**src/rtl/nd_loop_iter.sv**
```systemverilog
// Handshaked N-dimensional loop iterator: one index vector per valid/ready beat.
// Optional abort input/flag enabled by defining ND_LOOP_ITER_ABORT_EN.
module nd_loop_iter #(
  parameter int unsigned BW     = 8,
  parameter int unsigned DIM    = 2,
  parameter int unsigned CNT_BW = 16
) (
  input  logic                i_clk,
  input  logic                i_rst,
  input  logic                i_cfg_valid,
  output logic                o_cfg_ready,
  input  logic [DIM*BW-1:0]   i_beg,
  input  logic [DIM*BW-1:0]   i_stride,
  input  logic [DIM*BW-1:0]   i_end,
  output logic                o_valid,
  input  logic                i_ready,
  output logic [DIM*BW-1:0]   o_idx,
  output logic [DIM*BW-1:0]   o_ofs,
  output logic [DIM-1:0]      o_last_mask,
  output logic                o_last,
  output logic [CNT_BW-1:0]   o_beat,
`ifdef ND_LOOP_ITER_ABORT_EN
  input  logic                i_abort,
  output logic                o_aborted,
`endif
  output logic                o_done
);

  localparam int unsigned VW = DIM * BW;

  typedef enum logic {S_IDLE, S_RUN} state_t;

  state_t              r_state;
  logic [VW-1:0]       r_beg;
  logic [VW-1:0]       r_stride;
  logic [VW-1:0]       r_end;
  logic [VW-1:0]       r_idx;
  logic [VW-1:0]       r_ofs;
  logic [DIM-1:0]      r_mask;
  logic                r_last;
  logic [CNT_BW-1:0]   r_beat;
  logic                r_valid;
  logic                r_done;
  logic                r_cfg_ready;

  logic                w_fire;
  logic                w_abort;
  logic                w_empty;
  logic [DIM-1:0]      w_step;
  logic [VW-1:0]       w_nxt_idx;
  logic [VW-1:0]       w_nxt_ofs;
  logic [DIM-1:0]      w_nxt_mask;
  logic [DIM-1:0]      w_cfg_mask;

  // Per-dimension "next step lands on end" flags.
  function automatic logic [DIM-1:0] f_mask(input logic [VW-1:0] idx,
                                            input logic [VW-1:0] stride,
                                            input logic [VW-1:0] e);
    logic [DIM-1:0] m;
    m = '0;
    for (int unsigned d = 0; d < DIM; d++) begin
      m[d] = (BW'(idx[d*BW +: BW] + stride[d*BW +: BW]) == e[d*BW +: BW]);
    end
    return m;
  endfunction

`ifdef ND_LOOP_ITER_ABORT_EN
  assign w_abort = i_abort & (r_state == S_RUN);
`else
  assign w_abort = 1'b0;
`endif

  // Innermost-first carry chain and next index/offset.
  always_comb begin
    w_fire    = r_valid & i_ready;
    w_step    = '0;
    w_step[DIM-1] = 1'b1;
    for (int d = int'(DIM) - 2; d >= 0; d--) begin
      w_step[d] = w_step[d+1] & r_mask[d+1];
    end
    w_nxt_idx = r_idx;
    w_nxt_ofs = r_ofs;
    for (int unsigned d = 0; d < DIM; d++) begin
      if (w_step[d]) begin
        if (r_mask[d]) begin
          w_nxt_idx[d*BW +: BW] = r_beg[d*BW +: BW];
          w_nxt_ofs[d*BW +: BW] = '0;
        end else begin
          w_nxt_idx[d*BW +: BW] = BW'(r_idx[d*BW +: BW] + r_stride[d*BW +: BW]);
          w_nxt_ofs[d*BW +: BW] = BW'(r_ofs[d*BW +: BW] + r_stride[d*BW +: BW]);
        end
      end
    end
    w_empty = 1'b0;
    for (int unsigned d = 0; d < DIM; d++) begin
      if (i_beg[d*BW +: BW] == i_end[d*BW +: BW]) w_empty = 1'b1;
    end
    w_nxt_mask = f_mask(w_nxt_idx, r_stride, r_end);
    w_cfg_mask = f_mask(i_beg, i_stride, i_end);
  end

  always_ff @(posedge i_clk or negedge i_rst) begin
    if (!i_rst) begin
      r_state     <= S_IDLE;
      r_beg       <= '0;
      r_stride    <= '0;
      r_end       <= '0;
      r_idx       <= '0;
      r_ofs       <= '0;
      r_mask      <= '0;
      r_last      <= 1'b0;
      r_beat      <= '0;
      r_valid     <= 1'b0;
      r_done      <= 1'b0;
      r_cfg_ready <= 1'b1;
    end else begin
      r_done <= 1'b0;
      case (r_state)
        S_IDLE: begin
          if (i_cfg_valid && r_cfg_ready) begin
            r_beg    <= i_beg;
            r_stride <= i_stride;
            r_end    <= i_end;
            r_idx    <= i_beg;
            r_ofs    <= '0;
            r_beat   <= '0;
            r_mask   <= w_cfg_mask;
            r_last   <= &w_cfg_mask;
            if (w_empty) begin
              r_done <= 1'b1;
            end else begin
              r_state     <= S_RUN;
              r_valid     <= 1'b1;
              r_cfg_ready <= 1'b0;
            end
          end
        end
        S_RUN: begin
          // A beat firing alongside abort still counts as delivered.
          if (w_abort || (w_fire && r_last)) begin
            r_state     <= S_IDLE;
            r_valid     <= 1'b0;
            r_done      <= 1'b1;
            r_cfg_ready <= 1'b1;
          end else if (w_fire) begin
            r_idx  <= w_nxt_idx;
            r_ofs  <= w_nxt_ofs;
            r_mask <= w_nxt_mask;
            r_last <= &w_nxt_mask;
            r_beat <= r_beat + CNT_BW'(1);
          end
        end
        default: begin
          r_state <= S_IDLE;
        end
      endcase
    end
  end

`ifdef ND_LOOP_ITER_ABORT_EN
  logic r_aborted;

  always_ff @(posedge i_clk or negedge i_rst) begin
    if (!i_rst) r_aborted <= 1'b0;
    else        r_aborted <= w_abort;
  end

  assign o_aborted = r_aborted;
`endif

  assign o_cfg_ready = r_cfg_ready;
  assign o_valid     = r_valid;
  assign o_idx       = r_idx;
  assign o_ofs       = r_ofs;
  assign o_last_mask = r_mask;
  assign o_last      = r_last;
  assign o_beat      = r_beat;
  assign o_done      = r_done;

endmodule

```
**config.mk**
```make
export PLATFORM = sky130hd
export DESIGN_NAME = nd_loop_iter
export DESIGN_NICKNAME = d
export VERILOG_FILES = /design/src/rtl/nd_loop_iter.sv
export SDC_FILE = /design/constraint.sdc
export NUM_CORES = 1
export LEC_CHECK = 0
export CORE_ASPECT_RATIO = 1.25
export CORE_UTILIZATION = 30
export DETAILED_ROUTE_END_ITERATION = 8
export RECOVER_POWER = 25
export SLEW_MARGIN = 30
export SYNTH_ARGS = -nofsm -noshare
export SYNTH_HDL_FRONTEND = slang
export SYNTH_SLANG_ARGS = --single-unit
export TNS_END_PERCENT = 5
```
**constraint.sdc**
```tcl
create_clock -name i_clk -period 5.25 [get_ports i_clk]
set_clock_uncertainty 0.2 [all_clocks]
set_input_delay 1.05 -clock i_clk [delete_from_list [all_inputs] [get_ports i_clk]]
set_output_delay 1.05 -clock i_clk [all_outputs]
set_load 0.005 [all_outputs]
```
==> results of run 1 <==
sequential cells by signal (all words and copies together), names as in the netlist:
name	cells
r_end	16
o_done	1
o_last_mask	2
r_stride	16
o_valid	1
o_beat	16
o_last	1
o_ofs	16
o_idx	16
r_beg	16
r_state	1
o_cfg_ready	1
Yosys cell counts, drive strengths merged, types with 2 or more instances:
master / n / area [µm²]
fa: 8 / 160.2
o2111ai: 5 / 43.79
o21ai: 28 / 140.1
and3: 5 / 36.28
clkbuf: 14 / 52.55
o22ai: 2 / 12.51
a21o: 17 / 127.6
nand4: 9 / 71.32
nor2: 45 / 171.4
mux2i: 5 / 50.05
xnor2: 58 / 508.0
nor2b: 4 / 25.02
a31oi: 2 / 12.51
ha: 57 / 713.2
nand3b: 2 / 15.01
buf: 8 / 35.03
a221o: 6 / 60.06
o21a: 2 / 15.01
inv: 19 / 71.32
o41ai: 2 / 32.53
a21oi: 38 / 197.7
o2111a: 2 / 22.52
o21bai: 12 / 90.09
nor3: 16 / 85.08
nand2: 177 / 666.9
a22o: 13 / 113.9
and2: 9 / 56.30
o211ai: 5 / 37.54
xor2: 45 / 394.1
nand2b: 2 / 12.51
mux2: 3 / 33.78
or3: 3 / 18.77
o31ai: 5 / 37.54
a22oi: 2 / 15.01
nor3b: 3 / 27.52
nand3: 29 / 145.1
nor4: 7 / 50.05
a211oi: 4 / 30.03
dfrtp: 102 / 2552
per-layer routing:
layer  wire length, µm  share of wire (%)  up-vias  global-route usage (%)
met5                 0                  0        -                       0
met4               497                2.6        0                   6.528
met3               534                2.8       34                   1.934
met2              9020                 48      124                   26.30
met1              8927                 47     2821                   21.67
li1                  -                  -     2933                       -
logic make-up after synthesis:
family / Yosys count / share of synthesized area, %
and+or+nand+nor: 314 / 20.19
buffers and inverters: 41 / 2.253
DFF: 103 / 36.56
muxes: 8 / 1.189
xor gates and xnor gates: 103 / 12.79
AOI/OAI and AO/OA: 149 / 14.64
adders and majority gates: 65 / 12.38
where the power goes:
| group | internal [mW] | switching (mW) |
|---|---|---|
| combinational | 0.0864 | 0.0968 |
| clock | 0.333 | 0.343 |
| sequential | 0.793 | 0 |
how the worst min path moves through the flow:
stage / startpoint / endpoint / slack (ns) / depth (start not counted)
finish: r_beg[12]$_DFFE_PN0P_ / r_beg[12]$_DFFE_PN0P_ / 0.28 / 2
floorplan: r_beg[8]$_DFFE_PN0P_ / r_beg[8]$_DFFE_PN0P_ / 0.24 / 2
detailed placement: r_beg[6]$_DFFE_PN0P_ / r_beg[6]$_DFFE_PN0P_ / 0.26 / 2
global route: r_beg[2]$_DFFE_PN0P_ / r_beg[2]$_DFFE_PN0P_ / 0.30 / 2
CTS: r_beg[6]$_DFFE_PN0P_ / r_beg[6]$_DFFE_PN0P_ / 0.28 / 2
global placement: r_beg[6]$_DFFE_PN0P_ / r_beg[6]$_DFFE_PN0P_ / 0.26 / 2
worst max-delay path, stage by stage, from the launching register on:
cell                       delay (ns)
sky130_fd_sc_hd__dfrtp_1         0.43
sky130_fd_sc_hd__ha_1            0.24
sky130_fd_sc_hd__fa_1            0.41
sky130_fd_sc_hd__a21o_1          0.17
sky130_fd_sc_hd__a21oi_1         0.23
sky130_fd_sc_hd__o21bai_1        0.09
sky130_fd_sc_hd__a21oi_1         0.17
sky130_fd_sc_hd__xor2_1          0.15
sky130_fd_sc_hd__o21ai_0         0.12
sky130_fd_sc_hd__ha_1            0.35
sky130_fd_sc_hd__xor2_1          0.32
sky130_fd_sc_hd__and4_1          0.25
sky130_fd_sc_hd__nor3_1          0.07
sky130_fd_sc_hd__nor3b_1         0.20
sky130_fd_sc_hd__mux2i_1         0.13
sky130_fd_sc_hd__o31ai_1         0.25
final cells by class:
| type | count | area [µm²] | share of cell area (%) |
|---|---|---|---|
| inverter | 19 | 71.32 | 0.8165 |
| tap | 288 | 360.3 | 4.125 |
| timing repair buffer | 112 | 1105 | 12.65 |
| clock buffer | 9 | 225.2 | 2.578 |
| multi-input combinational | 639 | 4328 | 49.55 |
| clock inverter | 7 | 66.31 | 0.7592 |
| sequential | 103 | 2579 | 29.52 |
==> parameters.txt, run 1 <==
Parameter                              Value

STA
  Pins Over Slew Limit ... 0
  Final number of setup-violating endpoints ... 0
  Max-slew headroom ... 51.48%
  Share of the clock period used by the worst path after layout ... 74.12%
  Maximum achievable frequency ... 0.2570 GHz
  Setup_tns ... 0 ns
  Final worst slack ... 1.359 ns
  RSZ-0062 raised after global routing ... no
  Actual transition at the worst max-transition pin ... 0.7278 ns
  Clock period minus final worst setup slack ... 3.891 ns
  Worst hold margin ... 0.2776 ns
  Hold Vio Cnt, Final ... 0

Critical path
  Data arrival, critical path ... 3.97 ns
  Required time of the critical path ... 5.33 ns
  Start point of the critical path ... r_stride[8]$_DFFE_PN0P_
  Startpoint-to-endpoint class of the critical path ... register to register
  Worst flop-to-flop path endpoint ... o_last$_DFFE_PN0P_
  R2R Path Start ... r_stride[8]$_DFFE_PN0P_
  Critical path peak fanout ... 4
  Category of the worst setup path launch point ... register
  Internal reg-to-reg setup slack ... 1.36 ns
  CP endpoint kind ... register
  Crit path to ... o_last$_DFFE_PN0P_
  Worst reg-to-reg path cell count ... 15

Synthesis
  Avg Inst Size Synth ... 9.008 µm²
  Number of cells produced by synthesis ... 783
  Summed instance area of the synthesized netlist ... 7053 µm²
  Flops & latches, synth ... 103
  Most common flop cell mapped by yosys ... sky130_fd_sc_hd__dfrtp_1
  Warnings, synthesis ... 0
  Async set-or-reset flop fraction in the synthesized netlist ... 100.0%
  Sequential fraction of the synthesis area ... 36.56%
  Syn_nets ... 900
  Library cells used by synthesis ... 57
  Post-synth EDFFs ... 0

Status
  Violations in the final reports ... DRC
  Outcome ... finished, violations left

Drt
  Routed wire length ... 18980 µm
  Antenna Violating Nets Remaining ... 0
  First-pass DRT Iterations ... 8
  Detailed-route vias per instance ... 5.023
  First-iteration detailed-routing DRC count ... 232
  Number of vias after detailed routing ... 5912
  DR DRC count ... 5
  Drt wl/cell ... 16.12 µm

Finish
  Area growth from synthesis to layout ... 23.84%
  Most common library cell in the layout ignoring fill and taps ... sky130_fd_sc_hd__nand2_1
  Area of all placed cells without fillers ... 8735 µm²
  Total inserted antenna cells ... 0
  Commonest non-fill, non-tap cells in the layout ... sky130_fd_sc_hd__nand2_1, sky130_fd_sc_hd__clkdlybuf4s50_1, sky130_fd_sc_hd__dfrtp_1
  Layout Nets ... 1001
  Fraction of layout instances using a drive strength above 1 ... 4.837%
  Number of inserted filler cells in the final layout ... 2326
  Number of standard cells in the layout, taps in and fillers out ... 1177
  Post-Route Utilization ... 37.91%

Placed design
  Placer congestion estimate ... 0.8619
  I/O Buffers ... 105
  Placed instance area ... 8439 µm²
  Setup Slack @ Placement ... 1.308 ns
  Placed cells ... 1161
  HPWL Detailed ... 14750 µm

CTS
  TritonCTS clock tree ... done
  CTS H-tree lvls ... 3
  Setup Buffers After CTS ... 0
  Sink Count ... 103
  Root Buffer ... sky130_fd_sc_hd__clkbuf_16
  Hold_buf cts ... 0
  Clock transition at path regs ... 0.08 ns
  Clock buffers created by TritonCTS ... 9
  Number of buffers on the longest clock path ... 2
  Post-cts gate resize count ... 0
  Insertion delay of the later-clocked pin in the worst-skew pair ... 0.37 ns

Pwr
  Max rail drop VDD ... 132.6 µV
  Post-layout total power ... 1.652 mW
  Static leakage ... 4.268 nW
  Cell Pwr Density ... 189.1 nW/µm²

Floorplanning
  Starting density of the core ... 30.61%
  Chip Width ... 139.1 µm
  Core Footprint ... 23040 µm²
  Total die area ... 24130 µm²
  Die span in y ... 173.4 µm
  Core Rows ... 62
  Boundary pin count ... 106

Global route
  Grt ovf ... 0
  Via count of the first global-routing pass ... 5815
  Number of antenna violations at the first check in global routing ... 0
  Maximum number of pins on one net before global-route repair ... 70
  All-Layer GR Usage ... 16.13%
  Global-route wire length before repair ... 30610 µm

Min path
  Classification of the worst-slack hold path ... register to register

Run
  Max Cap Viol ... 0
(Power assumes the default switching activity.)
==> run 2: changes to the inputs <==
==> constraint.sdc (replaced) <==
create_clock -name i_clk -period 3.85 [get_ports i_clk]
set_clock_uncertainty 0.2 [all_clocks]
set_input_delay 0.77 -clock i_clk [delete_from_list [all_inputs] [get_ports i_clk]]
set_output_delay 0.77 -clock i_clk [all_outputs]
set_load 0.005 [all_outputs]
==> run 2 against run 1 <==
Net effect:
- the flow finishes with violations (DRC, capacitance limit, slew limit)
- cell area up 1.8%
- clock power up 27%
- via count down 0.49%
- largest cell class unchanged
- highest routed layer unchanged
==> parameters.txt, run 2 (same netlist as run 1, synthesis figures left out) <==
Parameter                              Value

Status
  Outcome ... finished, violations left
  Violations in the final reports ... DRC, capacitance limit, slew limit

Finish
  Area taken by multi-input logic gates ... 4410 µm² (+1.9%)
  Number of inserted filler cells in the final layout ... 2310 (-0.69%)
  Total inserted antenna cells ... 0 (unchanged)
  Most common library cell in the layout ignoring fill and taps ... sky130_fd_sc_hd__nand2_1
  Fraction of layout instances using a drive strength above 1 ... 6.881% (+2.0 points)
  Post-Route Utilization ... 38.58% (+0.67 points)
  Area taken by flip-flops and latches ... 2579 µm² (unchanged)
  Commonest non-fill, non-tap cells in the layout ... sky130_fd_sc_hd__nand2_1, sky130_fd_sc_hd__clkdlybuf4s50_1, sky130_fd_sc_hd__dfrtp_1
  Layout Nets ... 1013 (+1.2%)
  Area growth from synthesis to layout ... 26.02%

Pwr
  Cell Pwr Density ... 246.1 nW/µm² (+30%)
  Static leakage ... 4.334 nW (+1.6%)
  Max rail drop VDD ... 197.8 µV (+49%)
  Post-layout total power ... 2.187 mW (+32%)

STA
  Setup_tns ... 0 ns (unchanged)
  Final number of setup-violating endpoints ... 0 (unchanged)
  Maximum achievable frequency ... 0.2750 GHz (+7.0%)
  Pins Over Slew Limit ... 38 (+38)
  Clock period minus final worst setup slack ... 3.637 ns (-0.2544 ns)
  Share of the clock period used by the worst path after layout ... 94.47% (+20 points)
  Worst hold margin ... 0.2823 ns (+0.004731 ns)
  Actual transition at the worst max-transition pin ... 2.188 ns (+1.460 ns)
  Final worst slack ... 0.2131 ns (-1.146 ns)
  Hold Vio Cnt, Final ... 0 (unchanged)
  Max-slew headroom ... -45.84% (-97 points)

CTS
  Hold_buf cts ... 0 (unchanged)
  Root Buffer ... sky130_fd_sc_hd__clkbuf_16
  CTS H-tree lvls ... 3 (unchanged)
  Clock transition at path regs ... 0.07 ns (about the same)
  Number of buffers on the longest clock path ... 2 (unchanged)
  Sink Count ... 103 (unchanged)
  TritonCTS clock tree ... done
  Clock buffers created by TritonCTS ... 9 (unchanged)
  Insertion delay of the later-clocked pin in the worst-skew pair ... 0.35 ns (-0.02 ns)

Critical path
  Startpoint-to-endpoint class of the critical path ... register to register
  CP endpoint kind ... register
  Internal reg-to-reg setup slack ... 0.21 ns (-1.15 ns)
  Required time of the critical path ... 3.91 ns (-1.42 ns)
  Category of the worst setup path launch point ... register
  Data arrival, critical path ... 3.70 ns (-0.27 ns)
  Critical path peak fanout ... 4 (unchanged)

Drt
  Routed wire length ... 18940 µm (-0.22%)
  Drt wl/cell ... 15.93 µm (-1.2%)
  Antenna Violating Nets Remaining ... 0 (unchanged)
  First-iteration detailed-routing DRC count ... 159 (-31%)
  Detailed-route vias per instance ... 4.948 (-1.5%)
  Number of vias after detailed routing ... 5883 (-0.49%)
  First-pass DRT Iterations ... 6 (-2)
  DR DRC count ... 5 (unchanged)

Global route
  Grt ovf ... 0 (unchanged)
  Via count of the first global-routing pass ... 5798 (-0.29%)
  All-Layer GR Usage ... 15.96% (-0.17 points)
  Number of antenna violations at the first check in global routing ... 0 (unchanged)
  Maximum number of pins on one net before global-route repair ... 67 (-4.3%)
  Global-route wire length before repair ... 30450 µm (-0.52%)

Placed design
  HPWL Detailed ... 14590 µm (-1.0%)
  I/O Buffers ... 105 (unchanged)
  Setup Slack @ Placement ... 0.01771 ns (-1.290 ns)
  Placer congestion estimate ... 0.8059 (-6.5%)

Floorplanning
  Core Rows ... 62 (unchanged)
  Die span in y ... 173.4 µm (unchanged)
  Boundary pin count ... 106 (unchanged)
  Chip Width ... 139.1 µm (unchanged)
  Core Footprint ... 23040 µm² (unchanged)
  Total die area ... 24130 µm² (unchanged)
  Starting density of the core ... 30.61% (unchanged)

Run
  Max Cap Viol ... 1 (+1)

Min path
  Classification of the worst-slack hold path ... register to register
## run 2: cell count changes in the layout (fill, tap and decap cells not counted), sizes merged
cell    change
inv         -2
clkbuf      +3
buf        +11
## run 2: repair_timing
item,4_1_cts,5_1_grt
setup buffers,0,0
pin swaps,0,6
resized for setup,2,16
setup endpoints to repair,1,2
## run 2: worst max-delay path, stage by stage (launching register included)
cell	delay, ns
sky130_fd_sc_hd__dfrtp_1	0.39
sky130_fd_sc_hd__ha_1	0.24
sky130_fd_sc_hd__fa_1	0.41
sky130_fd_sc_hd__a21o_1	0.18
sky130_fd_sc_hd__a21oi_2	0.17
sky130_fd_sc_hd__o21bai_1	0.11
sky130_fd_sc_hd__a21oi_2	0.14
sky130_fd_sc_hd__xor2_1	0.18
sky130_fd_sc_hd__o21ai_2	0.10
sky130_fd_sc_hd__ha_4	0.31
sky130_fd_sc_hd__xor2_4	0.23
sky130_fd_sc_hd__and4_1	0.25
sky130_fd_sc_hd__nor3_2	0.06
sky130_fd_sc_hd__nor3_1	0.19
sky130_fd_sc_hd__mux2i_1	0.16
sky130_fd_sc_hd__o31ai_1	0.23
## run 2: where the power goes
| part | total (mW) | switching, mW | internal, mW |
|---|---|---|---|
| registers | 1.08 | 0 | 1.08 |
| logic | 0.248 | 0.129 | 0.119 |
| clock network | 0.858 | 0.417 | 0.441 |
## run 2: layer usage
metal	wire length (µm)	vias up	GRT usage (%)
li1	-	2949	-
met1	8861	2808	21.29
met2	9192	108	26.56
met3	527	18	2.044
met4	355	0	5.463
met5	0	-	0
## run 2: metrics by stage
| step | instances | instance area (µm²) |
|---|---|---|
| 6_report | 1189 | 8889 |
| 5_1_grt | 1189 | 8889 |
| 4_1_cts | 1189 | 8812 |
| 3_5_place_dp | 1173 | 8537 |
| 3_3_place_gp | 1173 | 8537 |
| 2_1_floorplan | 783 | 7053 |
## run 2: path summary, 6_finish.rpt
| check | cells after the start | startpoint | to |
|---|---|---|---|
| setup / recovery | 15 | o_idx[8]$_DFFE_PN0P_ | o_last$_DFFE_PN0P_ |
| hold reg to reg | 2 | o_cfg_ready$_DFFE_PN1P_ | o_cfg_ready$_DFFE_PN1P_ |
| max in group asynchronous | 1 | i_rst | r_stride[4]$_DFFE_PN0P_ |
| hold / removal | 2 | o_cfg_ready$_DFFE_PN1P_ | o_cfg_ready$_DFFE_PN1P_ |
| setup reg to reg | 15 | o_idx[8]$_DFFE_PN0P_ | o_last$_DFFE_PN0P_ |
| min in group asynchronous | 1 | i_rst | r_beg[15]$_DFFE_PN0P_ |
## run 2: layout make-up
class / instances / area share [%]
flip-flops and latches: 103 / 29.01
repair buffers: 124 / 13.50
multi-input cells: 639 / 49.62
well taps: 288 / 4.054
inverters: 19 / 0.8024
clock buffers: 11 / 2.618
clock inverters: 5 / 0.3941
